`src/rtl/stream_priority_encoder_if.sv`:
```
// Valid/ready bundle carried between a request source, the priority encoder
// and the select logic it feeds: one input stream and one output stream.
interface stream_priority_encoder_if #(
  parameter int N = 4,
  localparam int W = (N > 1) ? $clog2(N) : 1
);
  logic         in_valid;
  logic         in_ready;
  logic         in_enable;
  logic [N-1:0] in_onehot;
  logic         out_valid;
  logic         out_ready;
  logic [W-1:0] out_code;
  logic         out_any;
  logic         out_multi;

  modport slave (
    input  in_valid, in_enable, in_onehot, out_ready,
    output in_ready, out_valid, out_code, out_any, out_multi
  );

  modport master (
    output in_valid, in_enable, in_onehot, out_ready,
    input  in_ready, out_valid, out_code, out_any, out_multi
  );
endinterface

```
`src/rtl/stream_priority_encoder.sv`:
```
// Registered, flow-controlled priority encoder: each accepted request word is
// encoded (highest set index, any, multi) into a 2-entry FIFO; multi-hot words are counted.
module stream_priority_encoder #(
  parameter int N     = 4,
  parameter int CNT_W = 8,
  localparam int W    = (N > 1) ? $clog2(N) : 1
) (
  input  logic                     clk,
  input  logic                     rst_n,
  stream_priority_encoder_if.slave bus,
  input  logic                     err_clear,
  output logic [CNT_W-1:0]         err_count,
  output logic [1:0]               dbg_state
);

  // Handshake: a word moves on a rising edge only when valid and ready are
  // both high; valid never waits on ready, and in_ready is a pure flop output.
  typedef enum logic [1:0] {
    EMPTY = 2'd0,
    ONE   = 2'd1,
    FULL  = 2'd2
  } state_e;

  typedef struct packed {
    logic [W-1:0] code;
    logic         any;
    logic         multi;
  } entry_t;

  state_e           state_q, state_d;
  entry_t           head_q, head_d;
  entry_t           tail_q, tail_d;
  logic             in_ready_q, in_ready_d;
  logic             out_valid_q, out_valid_d;
  logic [CNT_W-1:0] err_q, err_d;

  logic [N-1:0] masked;
  logic [N-1:0] masked_dec;
  entry_t       enc;
  logic         push;
  logic         pop;

  always_comb begin
    masked     = bus.in_enable ? bus.in_onehot : '0;
    masked_dec = masked - N'(1);
    enc.code   = '0;
    for (int i = 0; i < N; i++) begin
      if (masked[i]) enc.code = W'(i);
    end
    enc.any   = |masked;
    // Clearing the lowest set bit leaves something only if two or more were set.
    enc.multi = |(masked & masked_dec);
  end

  assign push = bus.in_valid & in_ready_q;
  assign pop  = out_valid_q & bus.out_ready;

  always_comb begin
    state_d = state_q;
    head_d  = head_q;
    tail_d  = tail_q;
    case (state_q)
      EMPTY: begin
        if (push) begin
          head_d  = enc;
          state_d = ONE;
        end
      end
      ONE: begin
        if (push && pop) begin
          head_d = enc;
        end else if (push) begin
          tail_d  = enc;
          state_d = FULL;
        end else if (pop) begin
          state_d = EMPTY;
        end
      end
      FULL: begin
        // in_ready is low here, so only a pop can move the buffer.
        if (pop) begin
          head_d  = tail_q;
          state_d = ONE;
        end
      end
      default: state_d = EMPTY;
    endcase
    out_valid_d = (state_d != EMPTY);
    in_ready_d  = (state_d != FULL);
  end

  always_comb begin
    err_d = err_q;
    if (err_clear) begin
      err_d = '0;
    end else if (push && enc.multi && (err_q != {CNT_W{1'b1}})) begin
      err_d = err_q + CNT_W'(1);
    end
  end

  always_ff @(posedge clk or negedge rst_n) begin
    if (!rst_n) begin
      state_q     <= EMPTY;
      head_q      <= '0;
      tail_q      <= '0;
      in_ready_q  <= 1'b0;
      out_valid_q <= 1'b0;
      err_q       <= '0;
    end else begin
      state_q     <= state_d;
      head_q      <= head_d;
      tail_q      <= tail_d;
      in_ready_q  <= in_ready_d;
      out_valid_q <= out_valid_d;
      err_q       <= err_d;
    end
  end

  assign bus.in_ready  = in_ready_q;
  assign bus.out_valid = out_valid_q;
  assign bus.out_code  = head_q.code;
  assign bus.out_any   = head_q.any;
  assign bus.out_multi = head_q.multi;
  assign err_count     = err_q;
  assign dbg_state     = state_q;

endmodule

```
`src/flat_wrapper.sv`:
```
// flat-port wrapper written by rule: the top's interface ports become plain ports
module stream_priority_encoder_flat 
#(
  parameter int N     = 4,
  parameter int CNT_W = 8,
  localparam int W    = (N > 1) ? $clog2(N) : 1
)
  (clk, rst_n, err_clear, err_count, dbg_state, bus_in_valid, bus_in_enable, bus_in_onehot, bus_out_ready, bus_in_ready, bus_out_valid, bus_out_code, bus_out_any, bus_out_multi);
  stream_priority_encoder_if #(.N(N)) bus_i ();
  input  logic clk;
  input  logic rst_n;
  input  logic err_clear;
  output logic [CNT_W-1:0] err_count;
  output logic [1:0] dbg_state;
  input wire logic [$bits(bus_i.in_valid)-1:0] bus_in_valid;
  input wire logic [$bits(bus_i.in_enable)-1:0] bus_in_enable;
  input wire logic [$bits(bus_i.in_onehot)-1:0] bus_in_onehot;
  input wire logic [$bits(bus_i.out_ready)-1:0] bus_out_ready;
  output wire logic [$bits(bus_i.in_ready)-1:0] bus_in_ready;
  output wire logic [$bits(bus_i.out_valid)-1:0] bus_out_valid;
  output wire logic [$bits(bus_i.out_code)-1:0] bus_out_code;
  output wire logic [$bits(bus_i.out_any)-1:0] bus_out_any;
  output wire logic [$bits(bus_i.out_multi)-1:0] bus_out_multi;
  assign bus_i.in_valid = bus_in_valid;
  assign bus_i.in_enable = bus_in_enable;
  assign bus_i.in_onehot = bus_in_onehot;
  assign bus_i.out_ready = bus_out_ready;
  assign bus_in_ready = bus_i.in_ready;
  assign bus_out_valid = bus_i.out_valid;
  assign bus_out_code = bus_i.out_code;
  assign bus_out_any = bus_i.out_any;
  assign bus_out_multi = bus_i.out_multi;
  stream_priority_encoder #(.N(N), .CNT_W(CNT_W)) u_core (.clk(clk), .rst_n(rst_n), .bus(bus_i), .err_clear(err_clear), .err_count(err_count), .dbg_state(dbg_state));
endmodule
```
`config.mk`:
```
export PLATFORM = sky130hd
export DESIGN_NAME = stream_priority_encoder_flat
export DESIGN_NICKNAME = d
export VERILOG_FILES = /design/src/rtl/stream_priority_encoder_if.sv /design/src/rtl/stream_priority_encoder.sv /design/src/flat_wrapper.sv
export SDC_FILE = /design/constraint.sdc
export NUM_CORES = 1
export LEC_CHECK = 0
export BUFFER_PORTS_ARGS = -buffer_cell sky130_fd_sc_hd__buf_2
export CAP_MARGIN = 20
export CELL_PAD_IN_SITES_DETAIL_PLACEMENT = 1
export CELL_PAD_IN_SITES_GLOBAL_PLACEMENT = 2
export CORE_AREA = 2 2 70 52
export DETAILED_ROUTE_END_ITERATION = 10
export DIE_AREA = 0 0 72 54
export HOLD_SLACK_MARGIN = 0.02
export PLACE_DENSITY = 0.86
export SLEW_MARGIN = 5
export SYNTH_ARGS = -nofsm -noshare
export SYNTH_HDL_FRONTEND = slang
export SYNTH_SLANG_ARGS = --single-unit
```
`constraint.sdc`:
```
create_clock -name clk -period 2.9 [get_ports clk]
set_input_delay 0.145 -clock clk [delete_from_list [all_inputs] [get_ports clk]]
set_output_delay 0.145 -clock clk [all_outputs]
set_load 0.01 [all_outputs]
```
==> flow_metrics.py <==
metrics = {
    "run_status": {
        "status": "completed",
    },
    "synthesis": {
        "yosys.area_share.simple_pct": 19.78,
        "synth_fa_ha_area_share_pct": 2.518,
        "yosysTopAreaCellShare_pct": 47.96,
        "synth_flop_cell": "dfrtp_1",
        "synthCells": 105,
        "synthArstFlopShare_pct": 100.0,
        "synth-xor-area-share_pct": 0,
        "yosysWarnings": 0,
        "synth.distinct_cells": 31,
        "synth-seq-cells": 20,
        "synth_area_per_cell_sq_um": 9.938,
        "synth-seq-area-share_pct": 47.96,
        "synth_area_leader_cell": "dfrtp_1",
        "synth_edf_count": 0,
        "synth_compound_area_share_pct": 22.30,
        "syn-num-nets": 116,
        "synth_area_sq_um": 1044,
        "synthTopCellsByArea": "dfrtp_1 (48%), o21ai_0 (5.8%), nand2_1 (5.4%)",
        "synth_top_family_by_area": "compound AO/OA/AOI/OAI gates",
        "synthMuxAreaShare_pct": 4.317,
    },
    "power": {
        "p_comb_share_pct": 28.8,
        "p_int_w": 0.0006636,
        "vdd_drop_max_v": 0.0003287,
        "p_sw_w": 0.0003064,
        "power.density_nw_per_um2": 758.6,
        "seqPwrFrac_pct": 42.5,
        "p_leak_nw": 0.5810,
        "swShare_pct": 31.59,
        "clockPowerShare_pct": 28.7,
        "totalPowerFinal_w": 0.0009701,
    },
    "sta": {
        "min_period_over_period_pct": 57.55,
        "setup_ws_ps": 1231,
        "finalSetupTns_ps": 0,
        "skew_ps": 6.318,
        "rsz0062_at_grt": "no",
        "finalHoldViolations": 0,
        "clock.fmax_mhz": 599.2,
        "finalMaxSlewViolations": 0,
        "fin_crit_ps": 1669,
        "setup_viol": 0,
        "slew-limit-headroom_pct": 71.06,
        "worstMarginPinSlew_ps": 428.5,
    },
    "floorplan": {
        "row_count": 18,
        "start_util_pct": 31.52,
        "coreArea_sq_um": 3311,
        "io_pins": 26,
        "dieHeight_um": 54,
        "dieArea_sq_um": 3888,
        "die_x_um": 72,
    },
    "global_route": {
        "grt.overflow.total": 0,
        "track_usage_pct": 14.86,
        "grt_max_degree": 21,
        "grt_pass1_vias": 884,
        "grt_pass1_wl_um": 4340,
        "antenna_found_initial": 0,
    },
    "critical_path": {
        "worstSetupStartpointType": "register",
        "crit_path_max_fanout": 10,
        "crit_path_top_delay_cell": "or4_1",
        "cp_cell_sequence": "ha_1, nand3_1, o21bai_2, or4_1, a21oi_1",
        "slowest_delay_ps": 500,
        "critPathTopFamily": "simple AND/OR/NAND/NOR gates",
        "cp_data_arrival_time_ps": 1860,
        "path_buf_inv": 0,
        "end_kind": "register",
        "crit_type": "register to register",
        "cp.required_ps": 3090,
        "r2r_slack_ps": 1230,
    },
    "place": {
        "dpl.cell_count": 168,
        "portBuffers": 25,
        "dpl_cell_area_sq_um": 1197,
        "gp_congestion": 0.7196,
        "dp_hpwl_um": 1940,
        "pre_cts_ws_ps": 1237,
    },
    "final_layout": {
        "diodes": 0,
        "stdcell_area_sq_um": 1279,
        "syn_to_final_growth_pct": 22.54,
        "ff_latch_area_sq_um": 500.5,
        "stdcell_count": 173,
        "drive_above_1_share_pct": 29.32,
        "multi_input_area_sq_um": 510.5,
        "fillers": 383,
        "fin_nets": 145,
    },
    "run": {
        "cap_violations": 0,
    },
    "routing": {
        "antenna_left": 0,
        "first_pass_iters": 3,
        "viasPerCell": 5.266,
        "drt_iter0_drc": 50,
        "dr_total_vias": 911,
        "route.detailed.drc": 0,
        "wl_per_cell_um": 14.65,
        "wirelength_um": 2535,
    },
    "clock_tree": {
        "cts-resized-gates": 0,
        "cts-root-buf": "clkbuf_8",
        "clk_pin_slew_ps": 80,
        "numCtsBuffers": 3,
        "insertion_delay_ps": 260,
        "cts.sinks": 20,
        "clockBufferDepth": 2,
        "cts_tree": "done",
        "htree_levels": 1,
    },
    "worst_hold_path": {
        "hold_path_class": "input pin to register",
    },
}
## flip-flops by register name (all words and copies together) (netlist names)
register / cells
u_core.bus.in_ready: 1
u_core.bus.out_valid: 1
u_core.err_count: 8
u_core.dbg_state: 2
u_core.tail_q: 4
u_core.bus.out_code: 2
u_core.bus.out_any: 1
u_core.bus.out_multi: 1
## power groups by stage
stage / Clock, W / Combinational (W) / Sequential [W]
floorplan: 0 / 0.000160 / 0.000429
global placement: 0 / 0.000274 / 0.000413
detailed placement: 0 / 0.000283 / 0.000421
CTS: 0.000286 / 0.000285 / 0.000415
global route: 0.000300 / 0.000320 / 0.000427
finish: 0.000278 / 0.000279 / 0.000412
## logic make-up (layout without fill, tap and decap cells)
kind of cell	after synthesis	in the layout
adders and majority gates	2	2
and+or+nand+nor	37	37
buffers and inverters	5	33
muxes	4	4
DFF	20	20
AOI/OAI and AO/OA	37	37
## cell type report
cell class | instances | area share (%)
clock inverter | 1 | 2.348
tap | 40 | 3.914
multi-input combinational | 80 | 39.92
inverter | 3 | 0.8806
clock buffer | 3 | 3.229
timing repair buffer | 26 | 10.57
sequential | 20 | 39.14
## cells in the mapped netlist (2+ instances only)
master	instances
or4_1	5
o21ai_0	12
nand3_1	3
dfrtp_1	20
and4_1	2
a21oi_1	11
inv_1	3
o31ai_1	5
nor2_1	3
mux2_2	4
nand2_1	15
or3_1	3
## what timing repair did
item | in CTS | in global routing
endpoints found under the hold margin | 20 | 0
hold buffers | 1 | 0
setup buffers | 0 | 0
## path summary, 6_finish.rpt
kind | cells past startpoint | start | to
hold / removal | 2 | err_clear | u_core.err_count[6]
max in group asynchronous | 2 | rst_n | u_core.bus.out_any
min in group asynchronous | 2 | rst_n | u_core.err_count[7]
setup / recovery | 5 | u_core.err_count[0] | u_core.err_count[4]
setup reg to reg | 5 | u_core.err_count[0] | u_core.err_count[4]
hold reg to reg | 2 | u_core.tail_q[2] | u_core.tail_q[2]
## routing by layer
| layer | wire length [um] | track usage [%] |
|---|---|---|
| met1 | 1178 | 19.17 |
| met2 | 1248 | 24.07 |
| met3 | 57 | 2.996 |
| met4 | 51 | 7.547 |
| met5 | 0 | 0 |
## per-stage QoR
step / utilization (%) / hold WS (ps)
floorplan: - / -150.6
global placement: 36.17 / 129.4
detailed placement: 36.17 / 117.4
CTS: 38.62 / 146.0
global route: 38.62 / 153.3
finish: 38.62 / 153.4
## layout by cell type (no fill, tap or decap), drive strengths merged, types with 3 or more instances in the layout
cell type | netlist | final
nor2 | 3 | 3
inv | 3 | 3
dfrtp | 20 | 20
o21ai | 14 | 14
nand3 | 3 | 3
nand2 | 15 | 15
o31ai | 5 | 5
buf | 1 | 25
a21oi | 11 | 11
clkbuf | 0 | 3
or3 | 3 | 3
mux2 | 4 | 4
or4 | 5 | 5
(Power assumes the default switching activity.)
